**src/rtl/icetap_pkg.sv**
```systemverilog
// icetap_pkg: shared FSM state encoding and stream byte-count derivations for the icetap readout path
package icetap_pkg;
  typedef enum logic [2:0] {ST_IDLE, ST_HDR, ST_RD, ST_WT, ST_SH} state_t;
  localparam int HDR_FIELDS = 2;
  function automatic int bytes_for(input int bits);
    return (bits + 7) / 8;
  endfunction
  function automatic int hdr_bytes(input int addr_bits);
    return bytes_for(addr_bits);
  endfunction
  function automatic int data_bytes(input int nr_signals);
    return bytes_for(nr_signals);
  endfunction
  function automatic int max_int(input int a, input int b);
    return a > b ? a : b;
  endfunction
endpackage

```
**src/rtl/icetap_readout_seq_if.sv**
```systemverilog
// icetap_readout_seq_if: RAM read port (mem_rd_*) and byte stream (out_*) between sequencer (master) and RAM/sink (slave)
interface icetap_readout_seq_if #(
  parameter int NR_SIGNALS = 16,
  parameter int ADDR_BITS = 8
);
  logic                  mem_rd_ena;
  logic [ADDR_BITS-1:0]  mem_rd_addr;
  logic [NR_SIGNALS-1:0] mem_rd_data;
  logic                  out_valid;
  logic [7:0]            out_data;
  logic                  out_last;
  logic                  out_ready;
  modport master (
    output mem_rd_ena, mem_rd_addr, out_valid, out_data, out_last,
    input  mem_rd_data, out_ready
  );
  modport slave (
    input  mem_rd_ena, mem_rd_addr, out_valid, out_data, out_last,
    output mem_rd_data, out_ready
  );
endinterface

```
**src/rtl/icetap_byte_shifter.sv**
```systemverilog
// icetap_byte_shifter: loads a word (i_word, i_last_idx = byte count - 1) and emits it LSB byte first on o_valid/o_data/i_ready, o_last on its final byte; i_clr drops it mid-word
module icetap_byte_shifter #(
  parameter int BYTES = 2,
  localparam int CW = $clog2(BYTES) + 1
)(
  input  logic               clk,
  input  logic               rst,
  input  logic               i_clr,
  input  logic               i_load,
  input  logic [BYTES*8-1:0] i_word,
  input  logic [CW-1:0]      i_last_idx,
  input  logic               i_ready,
  output logic               o_valid,
  output logic               o_last,
  output logic [7:0]         o_data
);
  logic [BYTES*8-1:0] r_word;
  logic [CW-1:0]      r_idx;
  logic               r_valid;
  always_ff @(posedge clk) begin
    if (rst || i_clr) begin
      r_valid <= 1'b0;
      r_word  <= '0;
      r_idx   <= '0;
    end else if (i_load) begin
      r_valid <= 1'b1;
      r_word  <= i_word;
      r_idx   <= i_last_idx;
    end else if (r_valid && i_ready) begin
      r_valid <= r_idx != '0;
      r_word  <= r_word >> 8;
      r_idx   <= r_idx - CW'(1);
    end
  end
  assign o_valid = r_valid;
  assign o_last  = r_valid && r_idx == '0;
  assign o_data  = r_valid ? r_word[7:0] : 8'h00;
endmodule

```
**src/rtl/icetap_readout_seq.sv**
```systemverilog
// icetap_readout_seq: walks the capture RAM start..stop (go/abort/capture_done, *_addr in; busy/done out) and streams header + samples as bytes over bus
module icetap_readout_seq
  import icetap_pkg::*;
#(
  parameter int NR_SIGNALS = 16,
  parameter int RECORD_DEPTH = 256,
  localparam int ADDR_BITS = $clog2(RECORD_DEPTH)
)(
  input  logic                 scan_clk,
  input  logic                 scan_reset,
  input  logic                 go,
  input  logic                 abort,
  input  logic                 capture_done,
  input  logic [ADDR_BITS-1:0] start_addr,
  input  logic [ADDR_BITS-1:0] trigger_addr,
  input  logic [ADDR_BITS-1:0] stop_addr,
  icetap_readout_seq_if.master bus,
  output logic                 busy,
  output logic                 done
);
  localparam int DATA_BYTES = data_bytes(NR_SIGNALS);
  localparam int HDR_BYTES = hdr_bytes(ADDR_BITS);
  localparam int SW = max_int(HDR_FIELDS * HDR_BYTES, DATA_BYTES);
  localparam int CW = $clog2(SW) + 1;
  localparam logic [CW-1:0] HDR_IDX = CW'(HDR_FIELDS * HDR_BYTES - 1);
  localparam logic [CW-1:0] DATA_IDX = CW'(DATA_BYTES - 1);
  state_t               r_state, w_next;
  logic [ADDR_BITS-1:0] r_addr;
  logic [ADDR_BITS:0]   r_left;
  logic                 r_done;
  logic [ADDR_BITS-1:0] w_span, w_off;
  logic [ADDR_BITS:0]   w_n;
  logic [SW*8-1:0]      w_hdr_word, w_data_word, w_word;
  logic [CW-1:0]        w_last_idx;
  logic                 w_accept, w_adv, w_done, w_load, w_sh_last, w_byte_end, w_final;
  assign w_span      = stop_addr - start_addr;
  assign w_off       = trigger_addr - start_addr;
  assign w_n         = {1'b0, w_span} + (ADDR_BITS+1)'(1);
  // header word is sent LSB first: count-1 field, then trigger offset field
  assign w_hdr_word  = (SW*8)'({(HDR_BYTES*8)'(w_off), (HDR_BYTES*8)'(w_span)});
  assign w_data_word = (SW*8)'(bus.mem_rd_data);
  assign w_byte_end  = bus.out_valid && bus.out_ready && w_sh_last;
  assign w_final     = r_left == (ADDR_BITS+1)'(1);
  always_ff @(posedge scan_clk) begin
    if (scan_reset) begin
      r_state <= ST_IDLE;
      r_addr  <= '0;
      r_left  <= '0;
      r_done  <= 1'b0;
    end else begin
      r_state <= w_next;
      r_done  <= w_done;
      if (w_accept) begin
        r_addr <= start_addr;
        r_left <= w_n;
      end else if (w_adv) begin
        r_addr <= r_addr + ADDR_BITS'(1);
        r_left <= r_left - (ADDR_BITS+1)'(1);
      end
    end
  end
  always_comb begin
    w_next     = r_state;
    w_accept   = 1'b0;
    w_adv      = 1'b0;
    w_done     = 1'b0;
    w_load     = 1'b0;
    w_word     = w_hdr_word;
    w_last_idx = HDR_IDX;
    if (abort) begin
      w_next = ST_IDLE;
    end else begin
      unique case (r_state)
        ST_IDLE: if (go && capture_done && !r_done) begin
          w_next   = ST_HDR;
          w_accept = 1'b1;
          w_load   = 1'b1;
        end
        ST_HDR: w_next = w_byte_end ? ST_RD : ST_HDR;
        ST_RD: w_next = ST_WT;
        ST_WT: begin
          w_next     = ST_SH;
          w_load     = 1'b1;
          w_word     = w_data_word;
          w_last_idx = DATA_IDX;
        end
        ST_SH: if (w_byte_end) begin
          w_done = w_final;
          w_adv  = !w_final;
          w_next = w_final ? ST_IDLE : ST_RD;
        end
        default: w_next = ST_IDLE;
      endcase
    end
  end
  icetap_byte_shifter #(.BYTES(SW)) u_shift (
    .clk        (scan_clk),
    .rst        (scan_reset),
    .i_clr      (abort),
    .i_load     (w_load),
    .i_word     (w_word),
    .i_last_idx (w_last_idx),
    .i_ready    (bus.out_ready),
    .o_valid    (bus.out_valid),
    .o_last     (w_sh_last),
    .o_data     (bus.out_data)
  );
  assign bus.out_last    = w_sh_last && r_state == ST_SH && w_final;
  assign bus.mem_rd_ena  = r_state == ST_RD;
  assign bus.mem_rd_addr = r_addr;
  assign busy            = r_state != ST_IDLE;
  assign done            = r_done;
endmodule
```
**src/flat_wrapper.sv**
```systemverilog
// flat-port wrapper written by rule: the top's interface ports become plain ports
module icetap_readout_seq_flat import icetap_pkg::*;
#(
  parameter int NR_SIGNALS = 16,
  parameter int RECORD_DEPTH = 256,
  localparam int ADDR_BITS = $clog2(RECORD_DEPTH)
)
  (scan_clk, scan_reset, go, abort, capture_done, start_addr, trigger_addr, stop_addr, busy, done, bus_mem_rd_ena, bus_mem_rd_addr, bus_out_valid, bus_out_data, bus_out_last, bus_mem_rd_data, bus_out_ready);
  icetap_readout_seq_if #(.NR_SIGNALS(NR_SIGNALS)) bus_i ();
  input  logic scan_clk;
  input  logic scan_reset;
  input  logic go;
  input  logic abort;
  input  logic capture_done;
  input  logic [ADDR_BITS-1:0] start_addr;
  input  logic [ADDR_BITS-1:0] trigger_addr;
  input  logic [ADDR_BITS-1:0] stop_addr;
  output logic busy;
  output logic done;
  output wire logic [$bits(bus_i.mem_rd_ena)-1:0] bus_mem_rd_ena;
  output wire logic [$bits(bus_i.mem_rd_addr)-1:0] bus_mem_rd_addr;
  output wire logic [$bits(bus_i.out_valid)-1:0] bus_out_valid;
  output wire logic [$bits(bus_i.out_data)-1:0] bus_out_data;
  output wire logic [$bits(bus_i.out_last)-1:0] bus_out_last;
  input wire logic [$bits(bus_i.mem_rd_data)-1:0] bus_mem_rd_data;
  input wire logic [$bits(bus_i.out_ready)-1:0] bus_out_ready;
  assign bus_mem_rd_ena = bus_i.mem_rd_ena;
  assign bus_mem_rd_addr = bus_i.mem_rd_addr;
  assign bus_out_valid = bus_i.out_valid;
  assign bus_out_data = bus_i.out_data;
  assign bus_out_last = bus_i.out_last;
  assign bus_i.mem_rd_data = bus_mem_rd_data;
  assign bus_i.out_ready = bus_out_ready;
  icetap_readout_seq #(.NR_SIGNALS(NR_SIGNALS), .RECORD_DEPTH(RECORD_DEPTH)) u_core (.scan_clk(scan_clk), .scan_reset(scan_reset), .go(go), .abort(abort), .capture_done(capture_done), .start_addr(start_addr), .trigger_addr(trigger_addr), .stop_addr(stop_addr), .bus(bus_i), .busy(busy), .done(done));
endmodule
```
**config.mk**
```make
export PLATFORM = sky130hd
export DESIGN_NAME = icetap_readout_seq_flat
export DESIGN_NICKNAME = d
export VERILOG_FILES = /design/src/rtl/icetap_pkg.sv /design/src/rtl/icetap_readout_seq_if.sv /design/src/rtl/icetap_byte_shifter.sv /design/src/rtl/icetap_readout_seq.sv /design/src/flat_wrapper.sv
export SDC_FILE = /design/constraint.sdc
export NUM_CORES = 1
export LEC_CHECK = 0
export ABC_AREA = 1
export CAP_MARGIN = 5
export CORE_MARGIN = 1.5
export CORE_UTILIZATION = 48
export CTS_BUF_LIST = sky130_fd_sc_hd__clkbuf_8
export DETAILED_ROUTE_END_ITERATION = 8
export PLACE_DENSITY = 0.89
export SYNTH_ARGS = -nofsm -noshare
export SYNTH_HDL_FRONTEND = slang
export SYNTH_SLANG_ARGS = --single-unit
```
**constraint.sdc**
```tcl
create_clock -name scan_clk -period 1.7 [get_ports scan_clk]
set_input_delay 0.17 -clock scan_clk [delete_from_list [all_inputs] [get_ports scan_clk]]
set_output_delay 0.17 -clock scan_clk [all_outputs]
set_load 0.005 [all_outputs]
```
== Word-level counts from Yosys, hierarchy flattened ==
Index checks and enable logic that the tools add are counted.

* Flip-flop bits (word level): 40
* Bits in latches: 0
* Memory bits (writable): 0
* Memory bits (read-only): 0
* Input port bits: 46
* Output and inout bits: 21
* Logic and storage cells: 69
* Memories: 0

* Add/subtract/negate cells: 6
* $mul: 0
* Divide/modulo/power cells: 0
* Order comparisons: 0
* Equal/unequal tests: 7
* Shift operators: 0
* Multiplexer cells: 26
* Bitwise logic cells: 2
* Reduce and logical (&&, ||, !) cells: 20

{| class="wikitable"
|+ Operator list
! kind !! count
|-
| 16-bit 2-to-1 mux || 4
|-
| 8-bit 2-to-1 mux || 3
|-
| 9-bit 2-to-1 mux || 2
|-
| 8-bit subtractor || 2
|-
| 3-bit case mux with 5 select lines || 1
|-
| 1-bit 2-to-1 mux || 11
|-
| 8-bit by 1-bit adder with 9-bit output (second input constant) || 1
|-
| 9-bit by 1-bit == test with 1-bit output (second input constant) || 1
|-
| 9-bit by 1-bit subtractor with 9-bit output (second input constant) || 1
|-
| 8-bit by 1-bit adder with 8-bit output (second input constant) || 1
|-
| 1-bit logical AND || 7
|-
| 3-bit by 2-bit == test with 1-bit output (second input constant) || 2
|-
| 3-bit 2-to-1 mux || 2
|-
| 2-bit nonzero test || 3
|-
| 2-bit 2-to-1 mux || 2
|-
| 2-bit by 1-bit != test with 1-bit output (second input constant) || 2
|-
| 2-bit OR reduction || 2
|-
| 4-bit OR reduction || 1
|-
| 3-bit by 1-bit == test with 1-bit output (second input constant) || 1
|-
| 3-bit == test (second input constant) || 1
|-
| 3-bit logical NOT || 1
|-
| 3-bit nonzero test || 1
|-
| 1-bit logical NOT || 2
|-
| 2-bit logical NOT || 1
|-
| other kinds (5) || 6
|}

== Depth between registers and ports, before layout ==
* Depth after elaboration: 8
* Gate-level depth with buffers: 14
* Depth with buffers taken out: 14

== Modules after synthesis ==
From an unflattened synthesis, not the netlist that was laid out.

* Cell total of the unflattened synthesis: 511
* Area, all modules: 3206.8 um2

{| class="wikitable"
|+ By module, submodules not included
! module !! times used !! cells an instance !! area each (um2) !! sequential area each (um2)
|-
| icetap_readout_seq || 1 || 356 || 2245.9 || 420.4
|-
| icetap_byte_shifter || 1 || 155 || 960.9 || 380.4
|}

== Worst setup path after synthesis ==
No wires, ideal clock.

* Kind: input port to flip-flop
* From: in stop_addr[0]
* To: reg u_core.r_left[8]
* Library setup time: 66 ps
* Arrival: 1706 ps
* Data required time: 1634 ps
* Path slack: -72 ps
* Stages on the path: 13
* Buffers on the path: 0
* Cell sequence: inv_1 ha_1 inv_1 fa_1 ha_1 inv_1 nor2_1 nand2_2 nor2_4 nand2_2 nor2_2 nand2_1 a21oi_2

* Cells in the longest elaborated chain, start to end: 3

{| class="wikitable"
|+ Ends and longest elaborated chain
! element !! line !! RTL
|-
| start, declared || flat_wrapper.sv:17 || <nowiki>input logic [ADDR_BITS-1:0] stop_addr;</nowiki>
|-
| 8-bit subtractor || icetap_readout_seq.sv:36 || <nowiki>assign w_span = stop_addr - start_addr;</nowiki>
|-
| 8-bit by 1-bit adder with 9-bit output || icetap_readout_seq.sv:38 || <nowiki>assign w_n = {1'b0, w_span} + (ADDR_BITS+1)'(1);</nowiki>
|-
| 9-bit 2-to-1 mux || icetap_readout_seq.sv:53 || <nowiki>if (w_accept) begin</nowiki>
|-
| end signal, assigned || icetap_readout_seq.sv:55 || <nowiki>r_left <= w_n;</nowiki>
|-
| end signal, assigned || icetap_readout_seq.sv:58 || <nowiki>r_left <= r_left - (ADDR_BITS+1)'(1);</nowiki>
|-
| end, declared || icetap_readout_seq.sv:29 || <nowiki>logic [ADDR_BITS:0] r_left;</nowiki>
|}

No other way between the ends.
A chain may end at the register's enable or synchronous reset.

== Final worst setup path ==
* From: in stop_addr[0]
* To: reg u_core.r_left[6]

The elaborated chain is that of the path after synthesis.

==> impl_metrics.ini <==
[sta]
skew_ns = 0.00341
rsz0062_at_grt = true
finalSetupViolCount = 1
maxSlewHeadroom_pct = 76.6
timing.final.crit_share_pct = 103
finalHoldViolCount = 0
layout_setup_ws_ns = -0.0469
fmax_ghz = 0.572
fin_crit_ns = 1.75
worst_pin_slew_ns = 0.348
drv_slew = 0

[synth]
synth-edff-count = 0
synth_cell_types = 49
ys.flop_type = dfxtp_1
syn_area_um2 = 3100
synth_fa_ha_area_share_pct = 8.96
ys_warn_count = 0
ys_seq_area_share_pct = 25.8
synth_compound_area_share_pct = 17.4
synthXorXnorAreaFrac_pct = 2.82
ys_top_cells_by_area = dfxtp_1 26%, nand2_1 13%, ha_1 7.7%
avgSynthCellArea_um2 = 6.67
synth_top_area_cell = dfxtp_1
synthMuxAreaShare_pct = 0
async_reset_ff_share_pct = 0
synth-simple-area-share_pct = 33.9
synth_cells = 465
yosysTopAreaCellShare_pct = 25.8
synth_top_family_by_area = simple AND/OR/NAND/NOR gates
syn_nets = 532
synth_seq_cells = 40

[cells_and_area]
instances_no_fill = 664
layout_commonest_cell = nand2_1
most-common-layout-cells = 97 x nand2_1, 53 x buf_4, 52 x clkdlybuf4s50_1, 49 x inv_1, 35 x dfxtp_1
fin_nets = 653
fin_area_um2 = 4660
syn_to_final_growth_pct = 50.2
antenna_cells = 0
drive_gt1_share_pct = 27.9

[routing]
drc = 0
first_pass_iters = 6
wirelength_um = 11800
vias = 3956
drt-initial-drc-count = 352
wl_per_cell_um = 17.8
vias_per_cell = 5.96
ant_nets = 0

[grt]
grt_antenna_before_repair = 0
grt_pass1_vias = 3703
overflow = 0
track_usage_pct = 30.3
grt_max_degree = 21
grt_pass1_wl_um = 17000

[min_path]
hp-class = in2reg
min_to = u_core.bus.mem_rd_addr[5]$_SDFFE_PP0P_
hold_start = start_addr[5]
min_path_cells = 3

[die]
start_util_pct = 49.4
die_x_um = 83.4
design.portCount = 67
die_area_um2 = 6950
num_rows = 29
die_y_um = 83.4
core_area_um2 = 6280

[placement]
port_buffers = 66
dpl.cell_count = 647
dp_hpwl_um = 7300
placed_cell_area_um2 = 4220
dp_slack_ns = -0.773
gp_congestion = 0.931

[power_and_ir_drop]
leakage_nw = 2.09
peakVddDrop_uv = 406
power-per-cell-area_nw_per_um2 = 612

[worst_setup_path]
r2r_start = u_core.u_shift.r_idx[0]$_SDFFE_PP0P_
path_cells = buf_12 -> inv_12 -> ha_4 -> inv_2 -> fa_1 -> ha_2 -> inv_2 -> nor2_4 -> nand2_2 -> nor2_4 -> nand2_2 -> nand2_1 -> o21ai_1 -> a21oi_1
timing.rr.end = u_core.bus.mem_rd_addr[0]$_SDFFE_PP0P_
crit_fanout = 3
worst-endpoint-required_ns = 1.93
end_kind = register
r2r_setup_slack_ns = 0.05
worst_path_max_delay_cell = fa_1
r2r_cells = 9
cpPeakStageDelay_ns = 0.52
cp.arrival_ns = 1.98
path_class = in2reg
worst_setup_path_start_kind = input port

[clock_tree]
ctsHoldBuffers = 0
cts.htree.levels = 2
numCtsBuffers = 5
cts_tree = yes
cts_root_buf = clkbuf_8
clock_latency_ns = 0.30
clkTransAtPathRegs_ns = 0.08
clock-sinks = 40
cts_buffer_depth = 2

[job]
maxCapViolations = 0

[status]
violations = setup timing
status = complete, but fails checks
metrics by stage:
stage,util [%],TNS [ns],total power [mW],hold WS (ns)
after floorplan,-,-0.0150,1.46,0.323
after global placement,67.2,-9.11,1.78,0.456
after detailed placement,67.2,-10.67,1.82,0.458
after CTS,71.4,0,2.72,0.354
after global routing,74.2,-0.446,2.93,0.210
final,74.2,-0.0469,2.85,0.200
flip-flops by register name (all words and copies together) (netlist names):
register,count
u_core.r_left,9
u_core.u_shift.r_idx,2
u_core.u_shift.r_word,16
u_core.bus.mem_rd_addr,8
u_core.done,1
u_core.r_state,3
u_core.u_shift.o_valid,1
metal layers:
| layer | track usage [%] | part of all wire (%) | vias up |
|---|---|---|---|
| met4 | 16.7 | 6.3 | 0 |
| met2 | 53.8 | 49 | 311 |
| met5 | 0 | 0 | - |
| met1 | 34.3 | 36 | 1773 |
| met3 | 5.07 | 8.9 | 97 |
| li1 | - | - | 1775 |
logic make-up after synthesis:
group | Yosys count
and+or+nand+nor | 223
AOI/OAI and AO/OA | 90
DFF | 40
xor gates and xnor gates | 10
adders and majority gates | 21
buffers and inverters | 81
worst max-delay path, delay by kind of cell:
family	cells	cell delay [ns]
AOI/OAI and AO/OA	2	0.25
adders and majority gates	3	0.84
and+or+nand+nor	5	0.46
buffers and inverters	4	0.25
cell usage after synthesis, types with 7 or more instances:
| cell | number |
|---|---|
| nand2_2 | 11 |
| inv_2 | 7 |
| nand3_1 | 28 |
| a31oi_1 | 7 |
| nor3_1 | 8 |
| nor2_1 | 41 |
| o21ai_0 | 27 |
| nand2_1 | 105 |
| inv_1 | 62 |
| a21oi_1 | 27 |
| ha_1 | 19 |
| dfxtp_1 | 40 |
worst max-delay path by stage:
| stage | start | end | slack, ns | cells past startpoint |
|---|---|---|---|---|
| 2_1_floorplan | stop_addr[0] | u_core.r_left[6]$_SDFFE_PP0P_ | -0.008 | 12 |
| 3_3_place_gp | stop_addr[0] | u_core.r_left[8]$_SDFFE_PP0P_ | -0.67 | 14 |
| 3_5_place_dp | stop_addr[0] | u_core.r_left[6]$_SDFFE_PP0P_ | -0.77 | 14 |
| 4_1_cts | start_addr[4] | u_core.r_left[7]$_SDFFE_PP0P_ | 0.001 | 13 |
| 5_1_grt | stop_addr[0] | u_core.r_left[6]$_SDFFE_PP0P_ | -0.16 | 14 |
| 6_report | stop_addr[0] | u_core.r_left[6]$_SDFFE_PP0P_ | -0.05 | 14 |
what timing repair did:
action                     CTS  global route
setup buffers                3             6
hold endpoints to repair     0             0
setup endpoints to repair   22            32
cloned                       0             0
pin swaps                   16            20
gates resized for setup     50            47
layout make-up:
type	instances	area (um2)
Fill cell	406	1620
Inverter	72	294
Multi-Input combinational cell	344	2200
Timing Repair Buffer	123	1140
Clock buffer	6	82.6
Clock inverter	2	38.8
Sequential cell	40	807
Tap cell	77	96.3
report_power, final:
| part | internal, mW | switching (mW) | total [mW] |
|---|---|---|---|
| Sequential | 0.965 | 0.0291 | 0.994 |
| Clock | 0.481 | 0.375 | 0.855 |
| Combinational | 0.458 | 0.541 | 1.00 |
| Total | 1.90 | 0.945 | 2.85 |
(Power assumes the default switching activity.)
